**src/rtl/counter_bank.sv**
```systemverilog
// rtl/counter_bank.sv - bank of independent down-counters with one-shot/periodic modes
// Start uses ENA/RDY; abort is always accepted and overrides a same-cycle start.
module counter_bank #(
  parameter int NUM_CH     = 4,
  parameter int WIDTH      = 8,
  parameter int MAX_AMOUNT = 22,
  parameter int CH_W       = (NUM_CH > 1) ? $clog2(NUM_CH) : 1
) (
  input  logic              CLK,
  input  logic              RST,
  input  logic              start__ENA,
  output logic              start__RDY,
  input  logic [CH_W-1:0]   start_ch,
  input  logic [WIDTH-1:0]  start_amount,
  input  logic              start_periodic,
  input  logic              abort__ENA,
  input  logic [CH_W-1:0]   abort_ch,
  output logic [NUM_CH-1:0] busy,
  output logic [NUM_CH-1:0] done
);

  localparam logic [WIDTH-1:0] MaxLoad = WIDTH'(MAX_AMOUNT);

  logic [WIDTH-1:0] loadVal;
  logic             startFire;

  // Zero and out-of-range amounts both saturate to the ceiling.
  assign loadVal   = (start_amount == '0 || start_amount > MaxLoad) ? MaxLoad : start_amount;
  assign startFire = start__ENA & start__RDY;

  // Channels that do not exist never match, so their RDY stays low.
  always_comb begin
    start__RDY = 1'b0;
    for (int i = 0; i < NUM_CH; i++) begin
      if (start_ch == CH_W'(i)) start__RDY = ~busy[i];
    end
  end

  for (genvar i = 0; i < NUM_CH; i++) begin : gCh
    logic [WIDTH-1:0] cnt;
    logic [WIDTH-1:0] reload;
    logic             per;
    logic             doneQ;
    logic             startHit;
    logic             abortHit;

    assign startHit = startFire & (start_ch == CH_W'(i));
    assign abortHit = abort__ENA & (abort_ch == CH_W'(i));

    always_ff @(posedge CLK or posedge RST) begin
      if (RST) begin
        cnt    <= '0;
        reload <= '0;
        per    <= 1'b0;
        doneQ  <= 1'b0;
      end else begin
        doneQ <= 1'b0;
        if (abortHit) begin
          cnt <= '0;
          per <= 1'b0;
        end else if (startHit) begin
          cnt    <= loadVal;
          reload <= loadVal;
          per    <= start_periodic;
        end else if (cnt != '0) begin
          if (cnt == WIDTH'(1)) begin
            doneQ <= 1'b1;
            cnt   <= per ? reload : '0;
          end else begin
            cnt <= cnt - WIDTH'(1);
          end
        end
      end
    end

    assign busy[i] = (cnt != '0);
    assign done[i] = doneQ;
  end

endmodule

```
**config.mk**
```make
export PLATFORM = sky130hd
export DESIGN_NAME = counter_bank
export DESIGN_NICKNAME = d
export VERILOG_FILES = /design/src/rtl/counter_bank.sv
export SDC_FILE = /design/constraint.sdc
export NUM_CORES = 1
export LEC_CHECK = 0
export CAP_MARGIN = 0
export CORE_MARGIN = 4
export CORE_UTILIZATION = 25
export DETAILED_ROUTE_END_ITERATION = 16
export PLACE_DENSITY = 0.4
export SLEW_MARGIN = 20
export SYNTH_ARGS = -nofsm -noshare
export SYNTH_HDL_FRONTEND = slang
export SYNTH_SLANG_ARGS = --single-unit
```
**constraint.sdc**
```tcl
create_clock -name CLK -period 3.82 [get_ports CLK]
set_clock_uncertainty 0.05 [all_clocks]
set_input_delay 0.382 -clock CLK [delete_from_list [all_inputs] [get_ports CLK]]
set_output_delay 0.382 -clock CLK [all_outputs]
set_load 0.1 [all_outputs]
```
Yosys cells after proc, flatten, opt, wreduce, memory -nomap -nowiden --
Index checks and enable logic that the tools add are counted.
Storage, ports and cells: input bits 17, output and inout port bits 9, register bits 72
Cells by class: reductions and logical operators 20, magnitude comparators 1, eq/ne operators 10, add/sub/neg operators 4, bitwise operators 17, mux-type cells 49
Operators by type and width (count):
- 8-bit 2-to-1 mux | 21
- 8-bit by 1-bit equality test with 1-bit output (second input constant) | 4
- 8-bit nonzero test | 4
- 8-bit by 1-bit subtractor with 8-bit output (second input constant) | 4
- 1-bit 2-to-1 mux | 28
- 3-bit nonzero test | 4
- 1-bit bitwise AND | 9
- 2-bit equality test (second input constant) | 4
- 8-bit by 5-bit > comparator with 1-bit output (second input constant) | 1
- 8-bit zero test | 1
- 1-bit inverter | 8
- 2-bit AND reduction | 4
- 2-bit nonzero test | 4
- 2-bit by 1-bit equality test with 1-bit output (second input constant) | 2
- 2-bit zero test | 2
- 1-bit logical OR | 1

Depth between registers and ports, before layout --
depth in word-level cells 10, gate-level depth with buffers 9, mapped depth without buffers 7

Worst setup path before layout --
Ideal clock, no wire load.
path kind register to output, from register gCh[3].cnt[2], to output port start__RDY, path slack 0.376 ns, path buffers 1, data arrival time 3.012 ns, cell stages (with the launch flop) 7, path through dfrtp_1 or4_4 buf_6 nor2_4 nand2_1 mux4_2 inv_1
Between the ends: cells in the longest elaborated chain, start to end 3
Ends and longest elaborated chain:
- from (decl) | RTL line 40 | logic [WIDTH-1:0] cnt;
- from (signal assigned) | RTL line 62 | cnt <= loadVal;
- from (signal assigned) | RTL line 68 | cnt <= per ? reload : '0;
- from (signal assigned) | RTL line 70 | cnt <= cnt - WIDTH'(1);
- 8-bit nonzero test | RTL line 76 | assign busy[i] = (cnt != '0);
- net busy[3] | RTL line 18 | output logic [NUM_CH-1:0] busy,
- 1-bit inverter | RTL line 35 | if (start_ch == CH_W'(i)) start__RDY = ~busy[i];
- 1-bit 2-to-1 mux | RTL line 35
- to (decl) | RTL line 12 | output logic start__RDY,
The timed path passes the listed nets, and every way through them passes these cells.

Worst setup path after layout --
from register gCh[3].cnt[2], to output port busy[3]
Between the ends: cells in the longest elaborated chain, start to end 1
Ends and longest elaborated chain (RTL line):
- 8-bit nonzero test | 76
- to (decl) | 18
Every way passes these cells.

==> flow_summary.yaml <==
drt:
  post_drt_wl_per_cell_um: 16.1
  drc: 0
  drt-total-wl_um: 11200
  drtPass1Iterations: 4
  drtAntennaViolNets: 0
  drtIter0Drc: 218
  via_per_inst: 4.88
  num_vias: 3383
yosys:
  yosysTopAreaCell: "dfrtp_1"
  synth-edff-count: 0
  synth_top_area_share_pct: 43.2
  synthTopCellsByArea: "dfrtp_1 43%, nand2_1 5.9%, ha_1 3.6%"
  synth.net_count: 483
  ys_seq_area_share_pct: 43.2
  syn_area_um2: 4170
  postSynthAreaPerCell_um2: 9.19
  yosysWarnings: 0
  ys_ff_latch: 72
  yosysMostFrequentCell: "dfrtp_1"
  ys_async_sr_fraction_pct: 100
  synth_ff_type: "dfrtp_1"
  synthTopCellsByCount: "72 x dfrtp_1, 65 x nand2_1, 35 x nor2_1"
  synth.distinct_cells: 70
  syn_inst: 454
clocking:
  ctsHoldBuffers: 0
  cts_root_buf: "clkbuf_16"
  numCtsBuffers: 9
  cts_resized: 0
  insertion_delay_ns: 0.34
  post-cts-setup-buffers: 0
  clk_path_buf_depth: 2
  htree_levels: 3
  clkTransAtPathRegs_ns: 0.05
  tritoncts: "yes"
  cts.sinks: 72
global_routing:
  grt_start_max_net_pins: 35
  antenna_found_initial: 0
  grt_overflow: 0
  grt_pass1_wl_um: 18800
  track_usage_pct: 13.0
  first_global_vias: 3483
place:
  place.gp.congestion: 0.797
  hpwl_um: 8380
  portBuffers: 25
  dpl-instance-area_um2: 4610
  pre_cts_ws_ns: 1.05
cells_and_area:
  nFillCells: 1727
  n_antenna_cell: 0
  layout-drive-gt1-share_pct: 9.64
  regArea_um2: 1800
  stdcell_area_um2: 4870
  multiInputGateArea_um2: 2210
  area_delta_synth_final_pct: 16.7
  layout.nets: 504
floorplan:
  dieArea_um2: 18800
  start_util_pct: 25.9
  dieHeight_um: 137
  fp-row-count: 46
  floorplan.core_area_um2: 16100
  die_w_um: 137
  ios: 26
timing:
  setup_viol: 0
  maxSlewViolCount: 0
  hold_viol_final: 0
  grt_setup_unrepaired: "false"
  post-route-period-util_pct: 81.6
  holdWs_ns: 0.258
  setup_tns_ns: 0
  fmax_mhz: 321
  period_needed_ns: 3.12
  setup_slack_ns: 0.705
  tightest_slew_ns: 0.974
  relSlewSlack_pct: 34.9
worst_setup_path:
  path_cells: "or4_4 -> nor2_4 -> nand2_1 -> clkdlybuf4s50_1"
  r2r_setup_slack_ns: 1.39
  slowest_delay_ns: 1.02
  cp_slowest_cell: "clkdlybuf4s50_1"
  cp-end-kind: "output pin"
  cp-start-kind: "register"
  crit_required_ns: 3.39
  path_class: "reg -> out"
  crit_buf_inv: 1
  crit_fanout: 7
  crit_family: "buffers and inverters"
  crit_arrival_ns: 2.68
power:
  internal_power_mw: 2.14
  ir_worst_vdd_mv: 0.255
  p_total_mw: 3.68
  clock_power_share_pct: 20.7
  pwr-share-comb_pct: 45.5
  p_sw_share_pct: 41.9
  power_switching_mw: 1.54
  p_leak_nw: 2.10
  cellPowerDensity_nw_per_um2: 755
  seq_power_share_pct: 33.8
status:
  status: "complete, no violations"
flow_run:
  cap_viol_max_count: 0
min_path:
  hold_path_class: "in -> async"
[state kept, by name, indices dropped and copies added, names as in the netlist]
register    flops
gCh.per         4
gCh.cnt        32
gCh.reload     32
gCh.doneQ       4
[area by class of cell]
cell class / instances / area share (%)
inverters: 15 / 1.16
well taps: 216 / 5.55
repair buffers: 28 / 5.45
multi-input cells: 349 / 45.4
flip-flops and latches: 72 / 37.0
clock buffers: 12 / 5.27
clock inverters: 1 / 0.103
[layer usage]
layer	vias to the layer above	part of all wire [%]	GRT usage, %
met5	-	0	0
met3	19	3.1	3.35
met4	0	1.5	3.82
met1	1637	49	18.0
met2	55	46	20.1
li1	1672	-	-
[placed cells by master (no fill, tap or decap), types with 3 or more instances in the layout]
master           count
nand4_1              5
nor4_1               5
dfrtp_1             72
clkdlybuf4s50_1     22
o211ai_1             4
o21ai_2              4
nor3_4               3
xnor2_1              8
o21ai_0             18
xor2_1               8
or3_1                5
o22ai_1              3
a2111oi_0            3
nand2b_1             3
inv_1               14
nand3_1             22
a31oi_1              7
or3b_2               4
nor3b_1              3
nor3_1              13
nor2b_1              6
or2_2                3
and2_1               9
nand2_1             65
o31ai_1              3
mux2i_1              4
clkbuf_16            9
a21o_1               7
nand3b_1             3
a21oi_1             28
buf_4                6
nor2_1              35
a211oi_1             6
ha_1                12
o22a_1               3
[kinds of logic after synthesis]
kind of cell / after synthesis / share of synthesized area [%]
simple gates: 205 / 26.6
compound gates: 111 / 17.9
flops: 72 / 43.2
buf+inv: 33 / 3.75
xor+xnor: 16 / 3.36
fa+ha+maj: 12 / 3.60
mux: 5 / 1.50
[power by group through the flow]
stage | clock network [mW] | logic, mW | registers [mW]
6_report | 0.762 | 1.67 | 1.24
5_1_grt | 0.829 | 1.89 | 1.28
4_1_cts | 0.795 | 1.68 | 1.24
3_5_place_dp | 0 | 1.67 | 1.25
3_3_place_gp | 0 | 1.67 | 1.25
2_1_floorplan | 0 | 1.38 | 1.17
[path summary, 6_finish.rpt]
path | cells past startpoint | from | to
worst max-delay path | 4 | gCh[3].cnt[2]$_DFFE_PP0P_ | busy[3]
worst min-delay path | 2 | RST | gCh[2].per$_DFFE_PP0P_
worst max register to register | 7 | gCh[2].cnt[0]$_DFFE_PP0P_ | gCh[2].cnt[4]$_DFFE_PP0P_
worst min register to register | 2 | gCh[1].reload[2]$_DFFE_PP0P_ | gCh[1].reload[2]$_DFFE_PP0P_
max in group asynchronous | 3 | RST | gCh[3].cnt[7]$_DFFE_PP0P_
min in group CLK | 2 | gCh[1].reload[2]$_DFFE_PP0P_ | gCh[1].reload[2]$_DFFE_PP0P_
[through the flow]
step,instances,util [%]
after detailed placement,680,28.6
after global routing,693,30.2
after global placement,680,28.6
final,693,30.2
after floorplan,454,-
after CTS,693,30.2
(Power assumes the default switching activity.)
